[src/rtl/sensor_request_master_pkg.sv]
// Shared protocol definitions for the UART sensor link: request/response
// codes, the request->response mapping and the master FSM state type.
package sensor_request_master_pkg;

   localparam logic [7:0] REQ_STATUS = 8'h03;
   localparam logic [7:0] REQ_TEMP   = 8'h04;
   localparam logic [7:0] REQ_HUMID  = 8'h05;

   localparam logic [7:0] RSP_STATUS = 8'h00;
   localparam logic [7:0] RSP_HUMID  = 8'h01;
   localparam logic [7:0] RSP_TEMP   = 8'h02;
   localparam logic [7:0] RSP_FAULT  = 8'h1f;

   typedef enum logic [3:0] {
      ST_IDLE,
      ST_TX_ADDR,
      ST_WAIT_ADDR,
      ST_TX_CMD,
      ST_WAIT_CMD,
      ST_RX_CMD,
      ST_RX_INT,
      ST_RX_DEC,
      ST_DONE
   } state_t;

   function automatic logic req_valid(input logic [7:0] code);
      return (code == REQ_STATUS) || (code == REQ_TEMP) || (code == REQ_HUMID);
   endfunction

   // Response code a healthy responder returns for a given request.
   function automatic logic [7:0] expected_rsp(input logic [7:0] code);
      logic [7:0] rsp;
      case (code)
         REQ_STATUS: rsp = RSP_STATUS;
         REQ_TEMP:   rsp = RSP_TEMP;
         REQ_HUMID:  rsp = RSP_HUMID;
         default:    rsp = RSP_FAULT;
      endcase
      return rsp;
   endfunction

endpackage

[src/rtl/timeout_timer.sv]
// Idle-cycle watchdog: counts while enabled, clears on request, saturates
// instead of wrapping, and flags the last allowed cycle.
module timeout_timer #(
   parameter int TIMEOUT_CYCLES = 50_000_000
) (
   input  logic i_Clock,
   input  logic i_Reset,
   input  logic i_Clear,
   input  logic i_Enable,
   output logic o_Expired
);

   localparam int W = $clog2(TIMEOUT_CYCLES + 1);
   localparam logic [W-1:0] LAST = W'(TIMEOUT_CYCLES - 1);
   localparam logic [W-1:0] SAT  = W'(TIMEOUT_CYCLES);

   logic [W-1:0] count;

   // Count enabled cycles since the last clear, holding at SAT.
   always_ff @(posedge i_Clock) begin
      if (i_Reset || i_Clear)
         count <= '0;
      else if (i_Enable && (count != SAT))
         count <= count + 1'b1;
   end

   assign o_Expired = (count >= LAST);

endmodule

[src/rtl/sensor_request_master.sv]
// Initiator side of the UART sensor protocol: sends address + command,
// collects the 3-byte reply and reports result/status to the host.
module sensor_request_master
   import sensor_request_master_pkg::*;
#(
   parameter int TIMEOUT_CYCLES = 50_000_000
) (
   input  logic       i_Clock,
   input  logic       i_Reset,
   input  logic       i_Req_Start,
   input  logic [7:0] i_Req_Address,
   input  logic [7:0] i_Req_Command,
   input  logic       i_Tx_Done,
   input  logic [7:0] i_Rx_Data,
   input  logic       i_Rx_Done,
   output logic [7:0] o_Tx_Data,
   output logic       o_Tx_Start,
   output logic       o_Busy,
   output logic       o_Done,
   output logic [7:0] o_Rsp_Command,
   output logic [7:0] o_Rsp_Integral,
   output logic [7:0] o_Rsp_Decimal,
   output logic       o_Timeout,
   output logic       o_Error,
   output logic       o_Dth_Fault
);

   state_t     state, state_next;
   logic [7:0] req_cmd;
   logic       rx_vld;
   logic [7:0] rx_byte;
   logic       in_rx, in_wait;
   logic       step;
   logic       accept;
   logic       tmr_clr, tmr_exp;
   logic       timeout_hit;

   assign in_rx   = (state == ST_RX_CMD) || (state == ST_RX_INT) || (state == ST_RX_DEC);
   assign in_wait = (state == ST_WAIT_ADDR) || (state == ST_WAIT_CMD);
   // The o_Done cycle is still "finishing": a start there is dropped, not queued.
   assign accept  = (state == ST_IDLE) && i_Req_Start && !o_Done;
   assign tmr_clr = (state_next != state);
   // An event in the expiry cycle wins over the timeout.
   assign timeout_hit = (in_wait || in_rx) && tmr_exp && !step;
   assign o_Tx_Start  = (state == ST_TX_ADDR) || (state == ST_TX_CMD);

   timeout_timer #(.TIMEOUT_CYCLES(TIMEOUT_CYCLES)) u_timer (
      .i_Clock   (i_Clock),
      .i_Reset   (i_Reset),
      .i_Clear   (tmr_clr),
      .i_Enable  (in_wait || in_rx),
      .o_Expired (tmr_exp)
   );

   // Progress event of the current wait: tx-done in WAIT_*, a received byte in RX_*.
   always_comb begin
      step = 1'b0;
      if (in_wait)
         step = i_Tx_Done;
      else if (in_rx)
         step = rx_vld;
   end

   // State register.
   always_ff @(posedge i_Clock) begin
      if (i_Reset)
         state <= ST_IDLE;
      else
         state <= state_next;
   end

   // Next-state logic; a timeout overrides any wait state.
   always_comb begin
      state_next = state;
      unique case (state)
         ST_IDLE:      if (accept) state_next = req_valid(i_Req_Command) ? ST_TX_ADDR : ST_DONE;
         ST_TX_ADDR:   state_next = ST_WAIT_ADDR;
         ST_WAIT_ADDR: if (step) state_next = ST_TX_CMD;
         ST_TX_CMD:    state_next = ST_WAIT_CMD;
         ST_WAIT_CMD:  if (step) state_next = ST_RX_CMD;
         ST_RX_CMD:    if (step) state_next = ST_RX_INT;
         ST_RX_INT:    if (step) state_next = ST_RX_DEC;
         ST_RX_DEC:    if (step) state_next = ST_DONE;
         ST_DONE:      state_next = ST_IDLE;
         default:      state_next = ST_IDLE;
      endcase
      if (timeout_hit)
         state_next = ST_DONE;
   end

   // Datapath: request latch, tx byte, registered rx input, response and status registers.
   // uart_rx is registered once before the FSM sees it; bytes arriving outside RX_* are dropped here.
   always_ff @(posedge i_Clock) begin
      if (i_Reset) begin
         req_cmd        <= '0;
         rx_vld         <= 1'b0;
         rx_byte        <= '0;
         o_Tx_Data      <= '0;
         o_Busy         <= 1'b0;
         o_Done         <= 1'b0;
         o_Rsp_Command  <= '0;
         o_Rsp_Integral <= '0;
         o_Rsp_Decimal  <= '0;
         o_Timeout      <= 1'b0;
         o_Error        <= 1'b0;
         o_Dth_Fault    <= 1'b0;
      end else begin
         rx_vld  <= i_Rx_Done && in_rx;
         rx_byte <= i_Rx_Data;
         o_Done  <= (state == ST_DONE);
         if (state == ST_DONE)
            o_Busy <= 1'b0;
         if (timeout_hit)
            o_Timeout <= 1'b1;
         case (state)
            ST_IDLE: begin
               if (accept) begin
                  req_cmd     <= i_Req_Command;
                  o_Timeout   <= 1'b0;
                  o_Dth_Fault <= 1'b0;
                  if (req_valid(i_Req_Command)) begin
                     o_Busy         <= 1'b1;
                     o_Error        <= 1'b0;
                     o_Tx_Data      <= i_Req_Address;
                     o_Rsp_Command  <= '0;
                     o_Rsp_Integral <= '0;
                     o_Rsp_Decimal  <= '0;
                  end else begin
                     o_Error <= 1'b1;
                  end
               end
            end
            ST_WAIT_ADDR: if (step) o_Tx_Data <= req_cmd;
            ST_RX_CMD:    if (step) o_Rsp_Command <= rx_byte;
            ST_RX_INT:    if (step) o_Rsp_Integral <= rx_byte;
            ST_RX_DEC: begin
               if (step) begin
                  o_Rsp_Decimal <= rx_byte;
                  o_Dth_Fault   <= (o_Rsp_Command == RSP_FAULT);
                  o_Error       <= (o_Rsp_Command != expected_rsp(req_cmd)) &&
                                   (o_Rsp_Command != RSP_FAULT);
               end
            end
            default: ;
         endcase
      end
   end

endmodule

[config.mk]
export PLATFORM = sky130hd
export DESIGN_NAME = sensor_request_master
export DESIGN_NICKNAME = d
export VERILOG_FILES = /design/src/rtl/sensor_request_master_pkg.sv /design/src/rtl/timeout_timer.sv /design/src/rtl/sensor_request_master.sv
export SDC_FILE = /design/constraint.sdc
export NUM_CORES = 1
export LEC_CHECK = 0
export CORE_MARGIN = 5
export CORE_UTILIZATION = 53
export DETAILED_ROUTE_END_ITERATION = 7
export PLACE_DENSITY = 0.88
export SETUP_SLACK_MARGIN = 0.1
export SYNTH_ARGS = -nofsm -noshare
export SYNTH_HDL_FRONTEND = slang
export SYNTH_SLANG_ARGS = --single-unit
export TNS_END_PERCENT = 50
[constraint.sdc]
create_clock -name i_Clock -period 2.9 [get_ports i_Clock]
set_input_delay 0.58 -clock i_Clock [delete_from_list [all_inputs] [get_ports i_Clock]]
set_output_delay 0.58 -clock i_Clock [all_outputs]
set_load 0.02 [all_outputs]
==> out/metrics.yaml <==
status:
  status: "finished clean"
clock_network:
  cts.sinks: 84
  cts.reportedPaths.clkPinSlew_ps: 80
  cts_htree_levels: 3
  cts_buffer_depth: 2
  postCtsSetupBuffers: 0
  clk_latency_ps: 350
  cts_root_buf: "clkbuf_8"
  cts_hold_buf: 0
  cts_made_buffers: 9
  cts_tree: "done"
  cts.repair.resized: 0
worst_setup_path:
  required_ps: 2320
  path_cells: "inv_1, and3_1, clkdlybuf4s50_1"
  max_stage_delay_ps: 570
  critPathMaxFanout: 12
  reg2regPathDepth: 6
  slowest_stage: "dfxtp_1"
  worst-setup-path-type: "flop to output pin"
  arrival_ps: 1900
  worstSetupStartpointType: "flop"
  end_kind: "output pin"
route:
  num_vias: 3480
  wl_mm: 9.393
  drc: 0
  firstDrtPassIters: 4
  ant_nets: 0
  wl_per_cell_um: 15.22
  drt-initial-drc-count: 168
  viasPerCell: 5.640
logic_synthesis:
  synth_cells: 452
  async_flop_share_pct: 0
  yosysSeqAreaShare_pct: 43.81
  yosys_warnings: 0
  syn-cell-area_um2: 3839
  synth_cell_types: 55
  syn_nets: 483
  ys_ff_latch: 84
  postSynthAreaPerCell_um2: 8.493
  synth_edf_count: 0
  synth-main-ff-cell: "dfxtp_1"
placed_design:
  io_buffers: 66
  dp.cells: 601
  finalWeightedCongestion: 0.8296
  dpl.hpwl_mm: 6.783
timing:
  report.final.slew_viol_count: 0
  tightest_slew_ps: 569.6
  fmaxAchievable_ghz: 0.4040
  setup_viol: 0
  fin_tns_setup_ps: 0
  fin_crit_ps: 2475
  finalHoldViolCount: 0
  slew_headroom_pct: 62.03
  fin_worst_skew_ps: 10.16
  rsz0062_at_grt: "false"
  timing.final.crit_share_pct: 85.35
floorplanning:
  num_rows: 31
  io_pins: 67
  start_util_pct: 53.79
  die_w_um: 95.11
  die_h_um: 95.11
  die_area_um2: 9045
  core_um2: 7137
pwr:
  power.density_nw_per_um2: 452.0
  peakVddDrop_mv: 0.3040
  leakage_nw: 1.502
layout:
  most-common-layout-cells: "dfxtp_1, clkdlybuf4s50_1, nand2_1, a21oi_1"
  drive_gt1_share_pct: 8.880
  mostFrequentLayoutCell: "dfxtp_1"
  nets: 544
  n_antenna_cell: 0
  instances_no_fill: 617
  area_delta_synth_final_pct: 25.00
grt:
  grt_overflow_total: 0
  first_global_vias: 3210
  grt_first_pass_wirelength_mm: 15.28
  grt_max_degree: 59
  track_usage_pct: 20.94
  antenna_found_initial: 0
worst_hold_path:
  hold-path-cell-count: 2
  hold_path.class: "flop to flop"
job:
  drv_cap: 0
==> state kept, by name (all words and copies together), names as in the netlist <==
signal,flops
o_Rsp_Integral,8
o_Done,1
rx_byte,8
o_Dth_Fault,1
o_Tx_Data,8
o_Error,1
rx_vld,1
o_Busy,1
u_timer.count,26
o_Rsp_Command,8
o_Timeout,1
o_Rsp_Decimal,8
req_cmd,8
state,4
==> area by class of cell <==
| cell class | instances | area [um^2] |
|---|---|---|
| Sequential cell | 84 | 1682 |
| Clock inverter | 7 | 75.07 |
| Clock buffer | 9 | 123.9 |
| Inverter | 12 | 45.04 |
| Tap cell | 99 | 123.9 |
| Fill cell | 622 | 2338 |
| Multi-Input combinational cell | 326 | 1976 |
| Timing Repair Buffer | 80 | 773.2 |
==> worst max-delay path: cells and delay by family, from the launching register on <==
| family | cells | cell delay, ps |
|---|---|---|
| buffers and inverters | 2 | 760 |
| DFF | 1 | 570 |
| and+or+nand+nor | 1 | 220 |
==> synth_stat cells, drive strengths merged, types with 3 or more instances <==
cell | n | area (um^2)
nand3b | 3 | 22.52
nor2b | 8 | 50.05
nor4bb | 3 | 30.03
nand3 | 35 | 175.2
buf | 9 | 68.81
nand2 | 51 | 191.4
and3 | 5 | 31.28
nor4 | 14 | 100.1
a21oi | 40 | 200.2
nor3 | 37 | 195.2
mux2i | 9 | 90.09
o21ai | 7 | 38.79
nand2b | 4 | 25.02
xnor2 | 23 | 201.4
nand4 | 8 | 50.05
o21a | 4 | 30.03
a211oi | 11 | 87.58
a211o | 4 | 35.03
dfxtp | 84 | 1682
clkbuf | 21 | 78.83
inv | 12 | 45.04
nor2 | 28 | 105.1
==> worst paths after layout <==
kind | from | end | slack (ps)
hold reg to reg | o_Rsp_Integral[2] | o_Rsp_Integral[2] | 460
setup / recovery | state[2] | o_Tx_Start | 420
setup reg to reg | u_timer.count[12] | u_timer.count[17] | 690
hold / removal | o_Rsp_Integral[2] | o_Rsp_Integral[2] | 460
==> cells by family after synthesis <==
family,count (synthesis),share of synthesized area (%)
xor+xnor,24,5.476
fa+ha+maj,2,0.6518
mux,10,2.640
buf+inv,42,5.019
compound gates,81,14.05
simple gates,209,28.36
flops,84,43.81
==> through the flow <==
step / utilization (%) / hold WS, ps / instance area (um^2) / total power (W) / setup slack (ps)
2_1_floorplan: - / 443.4 / 3839 / 0.001289 / 584.0
3_3_place_gp: 64.45 / 439.4 / 4599 / 0.001359 / 236.3
3_5_place_dp: 64.45 / 443.8 / 4599 / 0.001363 / 180.9
4_1_cts: 67.23 / 455.2 / 4798 / 0.002175 / 418.6
5_1_grt: 67.23 / 473.2 / 4798 / 0.002253 / 316.1
6_report: 67.23 / 456.6 / 4798 / 0.002169 / 424.7
==> report_power, final <==
part / leakage [nW] / switching [W] / internal (W)
Combinational: 0.730 / 0.0000769 / 0.0000733
Clock: 0.0918 / 0.000431 / 0.000401
Sequential: 0.680 / 0.0000179 / 0.00117
==> metal layers <==
layer	track usage, %	vias up	part of all wire, %
met1	26.88	1639	43
met2	35.10	101	49
met5	0	-	0
met4	7.452	0	1.2
met3	3.867	13	6.4
li1	-	1727	-
No activity file was read; power rests on OpenSTA's default activity.
